===== config.mk =====
export PLATFORM = sky130hd
export DESIGN_NAME = bm_mem_ring_sequencer
export DESIGN_NICKNAME = d
export VERILOG_FILES = /design/src/rtl/bm_mem_pkg.sv /design/src/rtl/bm_mod_counter.sv /design/src/rtl/bm_mem_ring_sequencer.sv
export SDC_FILE = /design/constraint.sdc
export NUM_CORES = 1
export LEC_CHECK = 0
export ABC_CLOCK_PERIOD_IN_PS = 3400
export BUFFER_PORTS_ARGS = -buffer_cell sky130_fd_sc_hd__buf_2
export CORE_MARGIN = 2
export CORE_UTILIZATION = 35
export CTS_CLUSTER_SIZE = 40
export DETAILED_ROUTE_END_ITERATION = 8
export PLACE_DENSITY = 0.73
export SLEW_MARGIN = 40
export SYNTH_ARGS = -nofsm -noshare
export SYNTH_HDL_FRONTEND = slang
export SYNTH_SLANG_ARGS = --single-unit

===== constraint.sdc =====
create_clock -name clock -period 3.4 [get_ports clock]
set_input_delay 0.34 -clock clock [delete_from_list [all_inputs] [get_ports clock]]
set_output_delay 0.34 -clock clock [all_outputs]
set_load 0.005 [all_outputs]

===== src/rtl/bm_mem_pkg.sv =====
// Shared constants and FSM encoding for the ring sequencer that wraps the
// 4-slot benchmark memory.
package bm_mem_pkg;
    localparam int BITS_DEF   = 2;
    localparam int ADDR_W_DEF = 2;
    localparam int DEPTH      = 4;

    typedef enum logic [1:0] {
        S_EMPTY   = 2'b00,
        S_PARTIAL = 2'b01,
        S_FULL    = 2'b10
    } state_t;
endpackage


===== src/rtl/bm_mod_counter.sv =====
// Wrapping W-bit counter with synchronous active-low reset, clear and enable.
// Used for the ring write and read pointers.
module bm_mod_counter #(
    parameter int W = 2
) (
    input  logic         clock,
    input  logic         reset_n,
    input  logic         clear,
    input  logic         en,
    output logic [W-1:0] q
);
    logic [W-1:0] q_q;
    logic [W-1:0] q_d;

    always_comb begin
        q_d = q_q;
        if (clear) begin
            q_d = '0;
        end else if (en) begin
            q_d = q_q + 1'b1;
        end
    end

    always_ff @(posedge clock) begin
        if (!reset_n) begin
            q_q <= '0;
        end else begin
            q_q <= q_d;
        end
    end

    assign q = q_q;
endmodule


===== src/rtl/bm_mem_ring_sequencer.sv =====
// Address/control stage that turns a 4-slot asynchronous-read memory into a
// 4-deep FIFO with valid/ready streams on both sides.
module bm_mem_ring_sequencer
    import bm_mem_pkg::*;
#(
    parameter int BITS   = BITS_DEF,
    parameter int ADDR_W = ADDR_W_DEF
) (
    input  logic              clock,
    input  logic              reset_n,
    input  logic              in_valid,
    output logic              in_ready,
    input  logic [BITS-1:0]   in_data,
    output logic              mem_we,
    output logic [ADDR_W-1:0] mem_waddr,
    output logic [BITS-1:0]   mem_wdata,
    output logic [ADDR_W-1:0] mem_raddr,
    input  logic [BITS-1:0]   mem_rdata,
    output logic              out_valid,
    input  logic              out_ready,
    output logic [BITS-1:0]   out_data,
    input  logic              flush,
    output logic [ADDR_W:0]   count,
    output logic              full,
    output logic              empty
);
    localparam logic [ADDR_W:0] ONE   = (ADDR_W+1)'(1);
    localparam logic [ADDR_W:0] LAST  = (ADDR_W+1)'(DEPTH - 1);

    state_t            state_q, state_d;
    logic [ADDR_W:0]   count_q, count_d;
    logic [ADDR_W-1:0] wr_ptr, rd_ptr;
    logic              push, pop;

    // Ready/valid come only from registered state, never from the partner's strobe.
    assign full      = (state_q == S_FULL);
    assign empty     = (state_q == S_EMPTY);
    assign in_ready  = ~full;
    assign out_valid = ~empty;
    assign push      = in_valid & in_ready;
    assign pop       = out_valid & out_ready;

    assign mem_we    = push;
    assign mem_waddr = wr_ptr;
    assign mem_wdata = in_data;
    assign mem_raddr = rd_ptr;
    assign out_data  = mem_rdata;
    assign count     = count_q;

    bm_mod_counter #(.W(ADDR_W)) u_wr_ptr (
        .clock   (clock),
        .reset_n (reset_n),
        .clear   (flush),
        .en      (push),
        .q       (wr_ptr)
    );

    bm_mod_counter #(.W(ADDR_W)) u_rd_ptr (
        .clock   (clock),
        .reset_n (reset_n),
        .clear   (flush),
        .en      (pop),
        .q       (rd_ptr)
    );

    always_comb begin
        count_d = count_q;
        state_d = state_q;
        if (flush) begin
            count_d = '0;
            state_d = S_EMPTY;
        end else begin
            case ({push, pop})
                2'b10:   count_d = count_q + ONE;
                2'b01:   count_d = count_q - ONE;
                default: count_d = count_q;
            endcase
            case (state_q)
                S_EMPTY:   if (push) state_d = S_PARTIAL;
                S_PARTIAL: begin
                    if (push && !pop && count_q == LAST) begin
                        state_d = S_FULL;
                    end else if (pop && !push && count_q == ONE) begin
                        state_d = S_EMPTY;
                    end
                end
                S_FULL:    if (pop) state_d = S_PARTIAL;
                default:   state_d = S_EMPTY;
            endcase
        end
    end

    always_ff @(posedge clock) begin
        if (!reset_n) begin
            state_q <= S_EMPTY;
            count_q <= '0;
        end else begin
            state_q <= state_d;
            count_q <= count_d;
        end
    end
endmodule


Word-level counts from Yosys, hierarchy flattened

Cells that the tools add are included.

Flip-flop bits (word level): 9
Latch bits: 0
Bits in writable memories: 0
Memory bits (read-only): 0
Input bits: 9
Word-level logic and storage cells: 38
Memories kept: 0

$add $sub $neg: 4
Multiply operators: 0
Div/mod/pow operators: 0
Order comparisons: 0
Equal/unequal tests: 9
Shift operators: 0
Muxes and demuxes: 6
Bitwise logic cells: 5
Reduce and logical (&&, ||, !) cells: 10

Operators by type and width:

| kind                                              | number |
|---|---|
| 2-to-1 mux 2 bit                                  | 4 |
| one-hot mux 2 bit (3 select lines)                | 1 |
| one-hot mux 3 bit (2 select lines)                | 1 |
| adder 2 x 1 -> 2 bit (second input constant)      | 2 |
| == test 2 x 1 -> 1 bit (second input constant)    | 2 |
| == test 2 bit (second input constant)             | 2 |
| logical AND 1 bit                                 | 4 |
| != test 2 x 1 -> 1 bit (second input constant)    | 2 |
| adder 3 x 1 -> 3 bit (second input constant)      | 1 |
| == test 3 x 1 -> 1 bit (second input constant)    | 1 |
| == test 3 x 2 -> 1 bit (second input constant)    | 1 |
| != test 3 bit (second input constant)             | 1 |
| NOT 1 bit                                         | 3 |
| AND reduction 3 bit                               | 1 |
| subtractor 3 x 1 -> 3 bit (second input constant) | 1 |
| bitwise AND 1 bit                                 | 2 |
| logical NOT 1 bit                                 | 2 |
| logical NOT 2 bit                                 | 1 |
| nonzero test 2 bit                                | 1 |
| OR reduction 2 bit                                | 1 |

Longest topological paths before layout

Gate-level depths: netlist of the first run.

Depth after elaboration: 9
Depth in mapped cells: 7
Gate-level depth less buffers: 7

Hierarchy

A second synthesis of the first run with hierarchy kept.

Cell total of the unflattened synthesis: 63
Area, all modules: 564.3 um^2

Modules (own cells, without submodules):

| module                | times used | cells an instance | area an instance (um^2) | seq. area each (um^2) |
|---|---|---|---|---|
| bm_mem_ring_sequencer | 1          | 47                | 394.1                   | 100.1 |
| bm_mod_counter        | 2          | 8                 | 85.1                    | 40.0 |

Least setup slack after synthesis of the first run

Ideal clock, no wire load.

Path kind: register to register
Start: register state_q[1]
End: register count_q[2] (netlist: count[2])
Arrival: 1460 ps
Data required time: 3308 ps
Slack: 1847 ps
Stages on the path, launching flop included: 6
Clock period less this slack: 1553 ps
Path through: dfxtp_1 -> o21ai_0 -> inv_1 -> ha_1 -> or2_2 -> o32ai_1

Cells in the longest elaborated chain, start to end: 5
Elaborated cells on any way between the ends: 10
Classes of those cells: eq/ne: 3; mux: 1; bitwise: 4; reduce/logical: 2

Ends and longest elaborated chain:

| element                                                                  | RTL line                    | RTL |
|---|---|---|
| start: declaration                                                       | bm_mem_ring_sequencer.sv:30 | `state_t state_q, state_d;` |
| start signal: assignment                                                 | bm_mem_ring_sequencer.sv:98 | `state_q <= state_d;` |
| logical NOT 2 bit (*)                                                    | bm_mem_ring_sequencer.sv:37 | `assign empty = (state_q == S_EMPTY);` |
| NOT 1 bit (*)                                                            | bm_mem_ring_sequencer.sv:39 | `assign out_valid = ~empty;` |
| bitwise AND 1 bit (*)                                                    | bm_mem_ring_sequencer.sv:41 | `assign pop = out_valid & out_ready;` |
| via pop                                                                  | bm_mem_ring_sequencer.sv:33 | `logic push, pop;` |
| == test 2 x 1 -> 1 bit or == test 2 bit (tied branches)                  | bm_mem_ring_sequencer.sv:73 | `case ({push, pop})` |
| one-hot mux 3 bit (2 select lines) or nonzero test 2 bit (tied branches) | --                          |  |
| end signal: assignment                                                   | bm_mem_ring_sequencer.sv:99 | `count_q <= count_d;` |
| end: declaration                                                         | bm_mem_ring_sequencer.sv:31 | `logic [ADDR_W:0] count_q, count_d;` |

Mark *: on every way through the listed nets, which the timed path passes. The rest lies on a longest branch.
A chain may end at the register's enable or synchronous reset.

Final worst setup path of the first run

Ends and elaborated chain as after synthesis.

==> results of run 1 <==
==> power breakdown <==
part	internal (mW)	leakage, nW	total [mW]	switching, mW
Clock	0.0451	0.0150	0.0804	0.0353
Combinational	0.0138	0.231	0.0291	0.0153
Sequential	0.109	0.0731	0.112	0.00304
Total	0.167	0.319	0.221	0.0536
==> metal layers <==
layer | vias to the layer above | part of all wire, % | GRT usage [%]
li1 | 244 | - | -
met1 | 204 | 44 | 13.8
met2 | 6 | 50 | 19.7
met3 | 2 | 4.7 | 2.50
met4 | 0 | 0.41 | 6.06
met5 | - | 0 | 0
==> per-stage QoR <==
| stage | util [%] | setup slack (ns) | hold slack (ns) |
|---|---|---|---|
| final | 43.3 | 1.69 | 0.389 |
| after global placement | 41.5 | 1.78 | 0.472 |
| after detailed placement | 41.5 | 1.73 | 0.477 |
| after CTS | 43.3 | 1.70 | 0.387 |
| after global routing | 43.3 | 1.53 | 0.383 |
| after floorplan | - | 1.85 | 0.468 |
==> sequential cells by signal, indices dropped and copies added (netlist names) <==
name        cells
count           3
state_q         2
u_rd_ptr.q      2
u_wr_ptr.q      2
==> cell usage after synthesis (all sizes together) <==
cell     count
inv         11
dfxtp        9
ha           6
nor2         6
a21oi        4
buf          4
xor2         4
nand2        3
or2          3
nand2b       2
nand3        2
o21ai        2
a211oi       1
a31oi        1
clkbuf       1
mux2i        1
o2111ai      1
o211ai       1
o22a         1
o31ai        1
o32ai        1
or4          1
==> cells in the final DEF (no fill, tap or decap) <==
cell type | Yosys | routed
clkbuf_4 | 0 | 3
inv_2 | 1 | 1
o31ai_1 | 1 | 1
o32ai_1 | 1 | 1
o21ai_0 | 2 | 2
or2_2 | 3 | 3
nand2b_4 | 1 | 1
or4_1 | 1 | 1
o211ai_1 | 1 | 1
inv_1 | 10 | 10
clkbuf_1 | 1 | 1
xor2_1 | 4 | 4
dfxtp_1 | 9 | 9
a31oi_1 | 1 | 1
ha_1 | 6 | 6
mux2i_1 | 1 | 1
o2111ai_1 | 1 | 1
a21oi_1 | 4 | 4
nand3_1 | 2 | 2
nor2_1 | 6 | 6
a211oi_1 | 1 | 1
nand2_1 | 3 | 3
nand2b_1 | 1 | 1
buf_2 | 0 | 16
o22a_2 | 1 | 1
==> worst paths after layout <==
| kind | slack [ns] | cells past startpoint | from | to |
|---|---|---|---|---|
| max | 1.69 | 5 | state_q[1] | count[2] |
| min | 0.39 | 3 | in_valid | u_wr_ptr.q[0] |
| max reg2reg | 1.69 | 5 | state_q[1] | count[2] |
| min reg2reg | 0.48 | 2 | u_wr_ptr.q[1] | u_wr_ptr.q[1] |
==> worst max-delay path: cells and delay by family (launching register included) <==
kind / cells / cell delay [ns]
AOI/OAI and AO/OA: 2 / 0.48
adders and majority gates: 1 / 0.35
buffers and inverters: 1 / 0.09
DFF: 1 / 0.38
and+or+nand+nor: 1 / 0.32
==> final cells by class <==
| cell class | count | area [µm²] |
|---|---|---|
| sequential | 9 | 180 |
| fill | 148 | 845 |
| tap | 16 | 20.0 |
| timing repair buffer | 16 | 80.1 |
| multi-input combinational | 41 | 297 |
| clock buffer | 4 | 26.3 |
| inverter | 11 | 41.3 |
==> cell families after synthesis <==
logic type,share of synthesized area [%]
and+or+nand+nor,16.3
buffers and inverters,13.6
AOI/OAI and AO/OA,15.6
DFF,32.7
adders and majority gates,13.6
xor gates and xnor gates,6.35
muxes,1.81
==> out/metrics.yaml, run 1 <==
outcome: "finished clean"
rsz0062_at_grt: "no"
tightest_slew_ns: 0.380
syn_area_per_cell_um2: 8.36
ys_seq_area_share_pct: 32.7
netlist_area_um2: 552
arrival_ns: 1.87
rows: 14
io_pins: 25
drv_cap: 0
ctsHoldBuffers: 0
synth_seq_cells: 9
diodes: 0
ys_warn_count: 0
via_count: 456
instances_no_fill: 97
final_hold_viol_count: 0
portBuffers: 16
nNetsFinal: 97
cts_resized: 0
yosysTopAreaCell: "dfxtp_1"
yosys.cell_types.count: 24
dr.pass1.iters: 4
crit_chain: "o21ai_0, inv_1, ha_1, or2_2, o32ai_1"
initial_core_util_pct: 37.1
slew_headroom_pct: 74.4
setup_viol: 0
design_area_um2: 644
grt-ovfl-total: 0
drt-initial-drc-count: 20
path_max_fanout: 7
finalMaxSlewViolations: 0
pwr_density_cell_nw_per_um2: 343
insertion_delay_ns: 0.25
dpl.cell_count: 93
fin_skew_ns: 0.00217
cts_num_sinks: 9
hold_class: "primary input to flip-flop"
synth_nets: 81
netlist_top_cells_area: "dfxtp_1, ha_1, inv_1"
htree_levels: 1
period_needed_ns: 1.71
cts_root_buf: "clkbuf_4"
tns_ns: 0
antenna_found_initial: 0
cp-start-kind: "flip-flop"
grt_pass1_vias: 434
leakagePower_nw: 0.319
clkTransAtPathRegs_ns: 0.06
grt_pass1_wl_um: 1700
post_cts_buffers: 0
viasPerCell: 4.70
grt_max_degree: 11
areaGrowthSynthToFinish_pct: 16.8
ant_nets: 0
ir_worst_vdd_uv: 145
cts_tree: "done"
hpwl_um: 764
fmax_ghz: 0.584
syn_inst: 66
die_area_um2: 1910
drcViolationCount: 0
synth_top_cell_area_share_pct: 32.7
finalPower_uw: 221
routed_wl_um: 967
gp_congestion: 0.761
avgRoutedWirePerCell_um: 9.97
slowest_delay_ns: 0.38
layout-drive-gt1-share_pct: 30.9
die_h_um: 43.7
cts_buffer_depth: 2
cp-end-kind: "flip-flop"
placed_cell_area_um2: 618
required_ns: 3.56
core_um2: 1490
die_w_um: 43.7
grtUsageTotal_pct: 11.7
path_class: "flip-flop to flip-flop"
numCtsBuffers: 3
cp_slowest_cell: "dfxtp_1"
period_share_pct: 50.3
Note: power is estimated with default switching activity, not from simulation.
==> inputs of run 2 (changes only) <==
--- a/config.mk
+++ b/config.mk
@@ -5,7 +5,7 @@
 export SDC_FILE = /design/constraint.sdc
 export NUM_CORES = 1
 export LEC_CHECK = 0
-export ABC_CLOCK_PERIOD_IN_PS = 3400
+export ABC_CLOCK_PERIOD_IN_PS = 1600
 export BUFFER_PORTS_ARGS = -buffer_cell sky130_fd_sc_hd__buf_2
 export CORE_MARGIN = 2
 export CORE_UTILIZATION = 35
==> constraint.sdc (replaced) <==
create_clock -name clock -period 1.6 [get_ports clock]
set_input_delay 0.16 -clock clock [delete_from_list [all_inputs] [get_ports clock]]
set_output_delay 0.16 -clock clock [all_outputs]
set_load 0.005 [all_outputs]
==> run 2 against run 1 <==
  * Sequential share of layout area decreased by 0.50 points
  * Setup slack got worse by 1.6 ns
  * Flip-flop and latch count did not move
  * Clock power grew 120%
  * Final cell count rose by 2.1%
  * Clock skew about the same
  * Critical path depth unchanged
  * Combinational power increased by 130%
  * Global-route usage up 0.32 points
  * Sequential power is 110% higher
  * Via count up 3.5%
  * Cell area increased by 2.5%
  * Critical path type unchanged
  * Largest cell class unchanged
  * Highest routed layer unchanged
==> out/metrics.yaml, run 2 (synthesis results as in run 1) <==
period_needed_ns: 1.50  # -0.206 ns
crit_chain: "o21ai_0, inv_1, ha_1, or2_2, o32ai_1"
drt-initial-drc-count: 5  # -75%
outcome: "finished clean"
die_w_um: 43.7  # unchanged
slew_headroom_pct: 75.0  # +0.61 points
drcViolationCount: 0  # unchanged
cts_num_sinks: 9  # unchanged
hpwl_um: 815  # +6.6%
final_hold_viol_count: 0  # unchanged
grt-ovfl-total: 0  # unchanged
grtUsageTotal_pct: 12.0  # +0.32 points
startpoint: "state_q[1]"
antenna_found_initial: 0  # unchanged
die_h_um: 43.7  # unchanged
r2r-start: "state_q[1]"
fmax_ghz: 0.664  # +14%
die_area_um2: 1910  # unchanged
diodes: 0  # unchanged
grt_pass1_wl_um: 1760  # +3.2%
arrival_ns: 1.67  # -0.20 ns
period_share_pct: 94.1  # +44 points
htree_levels: 1  # unchanged
ctsHoldBuffers: 0  # unchanged
cp-end-kind: "flip-flop"
critPathTopFamily: "flip-flops"
setup_viol: 0  # unchanged
tightest_slew_ns: 0.375  # -0.00517 ns
numCtsBuffers: 3  # unchanged
gp_congestion: 0.700  # -8.0%
areaGrowthSynthToFinish_pct: 19.7
post_cts_buffers: 0  # unchanged
cp-start-kind: "flip-flop"
fill_cells: 143  # -3.4%
dr.pass1.iters: 4  # unchanged
nNetsFinal: 99  # +2.1%
final_common_cell: "buf_2"
hold_class: "primary input to flip-flop"
drv_cap: 0  # unchanged
rsz0062_at_grt: "no"
grt_pass1_vias: 431  # -0.69%
pwr_density_cell_nw_per_um2: 724  # +110%
routed_wl_um: 1010  # +4.8%
cts_root_buf: "clkbuf_4"
core_um2: 1490  # unchanged
tns_ns: 0  # unchanged
ir_worst_vdd_uv: 335  # +130%
required_ns: 1.76  # -1.80 ns
cts_tree: "done"
finalMaxSlewViolations: 0  # unchanged
slowest_delay_ns: 0.39  # about the same
largest_reg_flops: 3  # unchanged
final_cell_mix: "buf_2, inv_1, dfxtp_1"
path_class: "flip-flop to flip-flop"
layout-drive-gt1-share_pct: 33.7  # +2.9 points
avgRoutedWirePerCell_um: 10.2  # +2.6%
viasPerCell: 4.77  # +1.4%
multi_input_area_um2: 297  # unchanged
io_pins: 25  # unchanged
leakagePower_nw: 0.328  # +3.0%
cts_buffer_depth: 2  # unchanged
hp-start: "in_valid"
ant_nets: 0  # unchanged
cts_resized: 0  # unchanged
via_count: 472  # +3.5%
place_worst_setup_slack_ns: 0.122  # -1.61 ns
insertion_delay_ns: 0.25  # about the same
register_area_um2: 181  # +0.69%
path_max_fanout: 7  # unchanged
setup_slack_ns: 0.0951  # -1.59 ns
initial_core_util_pct: 37.1  # unchanged
cp_slowest_cell: "dfxtp_1"
rows: 14  # unchanged
grt_max_degree: 11  # unchanged
clkTransAtPathRegs_ns: 0.06  # about the same
portBuffers: 16  # unchanged
fin_skew_ns: 0.00235  # +0.000179 ns
crit_buf_inv: 1  # unchanged
[run 2: layer usage]
metal | global-route usage (%) | share of wire, %
met5 | 0 | 0
met1 | 15.1 | 46
met4 | 4.24 | 0.39
met3 | 2.50 | 4.2
met2 | 20.3 | 50
[run 2: path summary, 6_finish.rpt]
| path | to | slack (ns) | cells past startpoint |
|---|---|---|---|
| setup / recovery | count[2] | 0.1 | 5 |
| hold reg to reg | u_wr_ptr.q[1] | 0.48 | 2 |
| setup reg to reg | count[2] | 0.1 | 5 |
| hold / removal | u_wr_ptr.q[0] | 0.21 | 3 |
[run 2: stage by stage]
step | power [mW] | hold WS (ns) | util [%] | cells | instance area, µm²
3_3_place_gp | 0.306 | 0.320 | 42.5 | 95 | 633
3_5_place_dp | 0.309 | 0.320 | 42.5 | 95 | 633
2_1_floorplan | 0.291 | 0.324 | - | 66 | 552
4_1_cts | 0.483 | 0.212 | 44.3 | 99 | 659
6_report | 0.478 | 0.215 | 44.4 | 99 | 661
5_1_grt | 0.505 | 0.220 | 44.4 | 99 | 661
[run 2: layout make-up]
cell class / count / area share, %
multi-input cells: 41 / 44.9
flip-flops and latches: 9 / 27.5
repair buffers: 18 / 14.4
inverters: 11 / 6.25
clock buffers: 4 / 3.98
well taps: 16 / 3.03
[run 2: where the power goes]
group | leakage, nW | switching (mW) | total [mW] | internal (mW)
clock network | 0.0150 | 0.0787 | 0.175 | 0.0960
logic | 0.240 | 0.0334 | 0.0661 | 0.0327
registers | 0.0735 | 0.00680 | 0.238 | 0.231
total | 0.328 | 0.119 | 0.478 | 0.359
[run 2: worst register-to-register path: cells and delay by family, from the launching register on]
kind	cells	cell delay, ns
buffers and inverters	1	0.07
AOI/OAI and AO/OA	2	0.35
adders and majority gates	1	0.30
and+or+nand+nor	1	0.30
DFF	1	0.39
==> inputs of run 3 (changes only) <==
--- a/config.mk
+++ b/config.mk
@@ -5,13 +5,14 @@
 export SDC_FILE = /design/constraint.sdc
 export NUM_CORES = 1
 export LEC_CHECK = 0
+export ABC_AREA = 1
 export ABC_CLOCK_PERIOD_IN_PS = 1600
 export BUFFER_PORTS_ARGS = -buffer_cell sky130_fd_sc_hd__buf_2
 export CORE_MARGIN = 2
-export CORE_UTILIZATION = 35
+export CORE_UTILIZATION = 40
 export CTS_CLUSTER_SIZE = 40
 export DETAILED_ROUTE_END_ITERATION = 8
-export PLACE_DENSITY = 0.73
+export PLACE_DENSITY = 0.79
 export SLEW_MARGIN = 40
 export SYNTH_ARGS = -nofsm -noshare
 export SYNTH_HDL_FRONTEND = slang
==> run 3 against run 2 <==
  * Setup slack improved by 0.13 ns
  * Flip-flop and latch count unchanged
  * Critical path depth increased by 2
  * Clock power increased by 3%
  * Synthesized cell count increased by 20%
  * Die area decreased by 8.0%
  * Critical path type unchanged
  * Clock skew increased by 0.0023 ns
  * Cell area increased by 1.5%
==> out/metrics.yaml, run 3 <==
final_cell_mix: "buf_2, inv_1, nand2_1"
period_share_pct: 86.0  # -8.0 points
synth_edf_count: 0  # unchanged
p_clk_share_pct: 36.6  # about the same
fin_skew_ns: 0.00463  # +0.00228 ns
ir_worst_vdd_uv: 425  # +27%
fill_cells: 130  # -9.1%
comb_power_share_pct: 15.2  # +1.4 points
die_h_um: 41.9  # -4.1%
setup_slack_ns: 0.223  # +0.128 ns
cp-start-kind: "flip-flop"
required_ns: 1.81  # +0.05 ns
synthTopCellsByCount: "inv_1, nand2_1, dfxtp_1, ha_1, nor2_1"
r2r-start: "state_q[0]"
initial_core_util_pct: 43.7  # +6.6 points
gp_congestion: 0.794  # +13%
synthFlopType: "dfxtp_1"
drcViolationCount: 0  # unchanged
routed_wl_um: 1120  # +10%
r2r_slack_ns: 0.22  # +0.13 ns
die_w_um: 41.9  # -4.1%
viasPerCell: 4.72  # -1.0%
final_util_pct: 50.9  # +6.5 points
swShare_pct: 27.3  # +2.5 points
crit_chain: "inv_2, nand2_2, nand2_4, ha_1, o21ai_0, nand2_1, nor2_1"
pwr-share-seq_pct: 48.2  # -1.5 points
diodes: 0  # unchanged
yosysTopAreaCell: "dfxtp_1"
portBuffers: 16  # unchanged
cp_slowest_cell: "dfxtp_1"
rsz0062_at_grt: "no"
cts_num_sinks: 9  # unchanged
die_area_um2: 1760  # -8.0%
numCtsBuffers: 3  # unchanged
cp-end-kind: "flip-flop"
dpl.cell_count: 106  # +12%
cts_tree: "done"
cts_resized: 0  # unchanged
finalMaxSlewViolations: 0  # unchanged
grt_pass1_wl_um: 1770  # +0.80%
p_switching_uw: 135  # +14%
leakagePower_nw: 0.347  # +5.6%
hpwl_um: 874  # +7.3%
final_hold_viol_count: 0  # unchanged
synth_nets: 94  # +16%
cts_buffer_depth: 2  # unchanged
tns_ns: 0  # unchanged
outcome: "finished clean"
insertion_delay_ns: 0.27  # +0.02 ns
areaGrowthSynthToFinish_pct: 16.5
ys_seq_area_share_pct: 31.3  # -1.3 points
drt-initial-drc-count: 5  # unchanged
antenna_found_initial: 0  # unchanged
largest_reg_flops: 3  # unchanged
io_pins: 25  # unchanged
yosys.cell_types.count: 18  # -25%
synth_top_cell_area_share_pct: 31.3  # -1.3 points
via_count: 519  # +10%
fmax_ghz: 0.726  # +9.3%
nNetsFinal: 111  # +12%
r2r_cells: 7  # +2
syn_area_per_cell_um2: 7.29  # -13%
netlist_area_um2: 576  # +4.3%
htree_levels: 1  # unchanged
async_reset_ff_share_pct: 0  # unchanged
grt-ovfl-total: 0  # unchanged
place_worst_setup_slack_ns: 0.233  # +0.111 ns
synth_most_common_cell: "inv_1"
pwr_density_cell_nw_per_um2: 737  # +1.8%
cts_root_buf: "clkbuf_4"
core_um2: 1320  # -12%
grt_max_degree: 7  # -4
arrival_ns: 1.59  # -0.08 ns
layout-drive-gt1-share_pct: 33.7  # -0.051 points
final_common_cell: "buf_2"
ant_nets: 0  # unchanged
rows: 13  # -1
path_max_fanout: 6  # -1
ys_warn_count: 0  # unchanged
instances_no_fill: 110  # +11%
syn_inst: 79  # +20%
slew_headroom_pct: 85.1  # +10 points
grt_pass1_vias: 431  # unchanged
period_needed_ns: 1.38  # -0.128 ns
grtUsageTotal_pct: 13.5  # +1.5 points
synth_seq_cells: 9  # unchanged
hold_class: "primary input to flip-flop"
reg2reg_to: "count[2]"
holdPathEnd: "count[2]"
setup_viol: 0  # unchanged
clkTransAtPathRegs_ns: 0.06  # about the same
path_class: "flip-flop to flip-flop"
avgRoutedWirePerCell_um: 10.2  # -0.58%
hp-start: "flush"
post_cts_buffers: 0  # unchanged
intPower_uw: 359  # about the same
ctsHoldBuffers: 0  # unchanged
netlist_top_cells_area: "dfxtp_1, ha_1, inv_1"
worst_hold_path.num_cells: 4  # +1
slowest_delay_ns: 0.39  # about the same
drv_cap: 0  # unchanged
tightest_slew_ns: 0.223  # -0.152 ns
dr.pass1.iters: 2  # -2
run 3: cell types whose count changed in the layout (fill, tap and decap cells not counted), moves of 2 or more:
| cell | change |
|---|---|
| nand3_1 | +2 |
| o21ai_1 | +4 |
| buf_4 | -2 |
| inv_1 | +3 |
| xor2_1 | -3 |
| inv_2 | +3 |
| nor2_2 | +5 |
| or2_2 | -3 |
| nand2_1 | +8 |
run 3: final cells by class:
| cell class | count | area (µm²) | share of cell area (%) |
|---|---|---|---|
| Multi-Input combinational cell | 49 | 302 | 45.0 |
| Sequential cell | 9 | 180 | 26.9 |
| Timing Repair Buffer | 16 | 80.1 | 11.9 |
| Inverter | 17 | 63.8 | 9.51 |
| Clock buffer | 4 | 26.3 | 3.92 |
| Tap cell | 15 | 18.8 | 2.80 |
run 3: how the worst max path moves through the flow:
stage,from,endpoint,slack [ns],depth (start not counted)
6_report,state_q[0],count[2],0.22,7
5_1_grt,state_q[1],count[2],0.11,6
4_1_cts,state_q[0],count[2],0.23,7
3_5_place_dp,state_q[0],count[2],0.23,7
3_3_place_gp,state_q[0],count[2],0.27,7
2_1_floorplan,state_q[1],count[2],0.33,6
run 3: per-stage QoR:
stage | hold slack, ns | power [mW] | area, µm²
after floorplan | 0.329 | 0.301 | 576
after global placement | 0.320 | 0.316 | 644
after detailed placement | 0.320 | 0.318 | 644
after CTS | 0.165 | 0.503 | 671
after global routing | 0.186 | 0.523 | 671
final | 0.168 | 0.494 | 671
run 3: cell families after synthesis:
group	share of synthesized area, %
AOI/OAI and AO/OA	12.8
xor gates and xnor gates	1.52
adders and majority gates	13.0
buffers and inverters	16.3
DFF	31.3
and+or+nand+nor	25.0
run 3: power by group through the flow:
stage / registers (mW) / logic [mW] / clock network [mW]
floorplan: 0.243 / 0.0575 / 0
global placement: 0.243 / 0.0733 / 0
detailed placement: 0.243 / 0.0751 / 0
CTS: 0.238 / 0.0764 / 0.188
global route: 0.239 / 0.0853 / 0.199
finish: 0.238 / 0.0752 / 0.181
run 3: per-layer routing:
layer	vias to the layer above	global-route usage, %	wire [µm]
met5	-	0	0
met4	0	9.03	43
met3	8	6.09	96
met2	17	20.6	516
met1	225	15.0	463
li1	269	-	-
run 3: critical path: cells and delay by family, from the launching register on:
| family | cells | cell delay, ns |
|---|---|---|
| DFF | 1 | 0.39 |
| adders and majority gates | 1 | 0.37 |
| AOI/OAI and AO/OA | 1 | 0.18 |
| and+or+nand+nor | 4 | 0.31 |
| buffers and inverters | 1 | 0.07 |
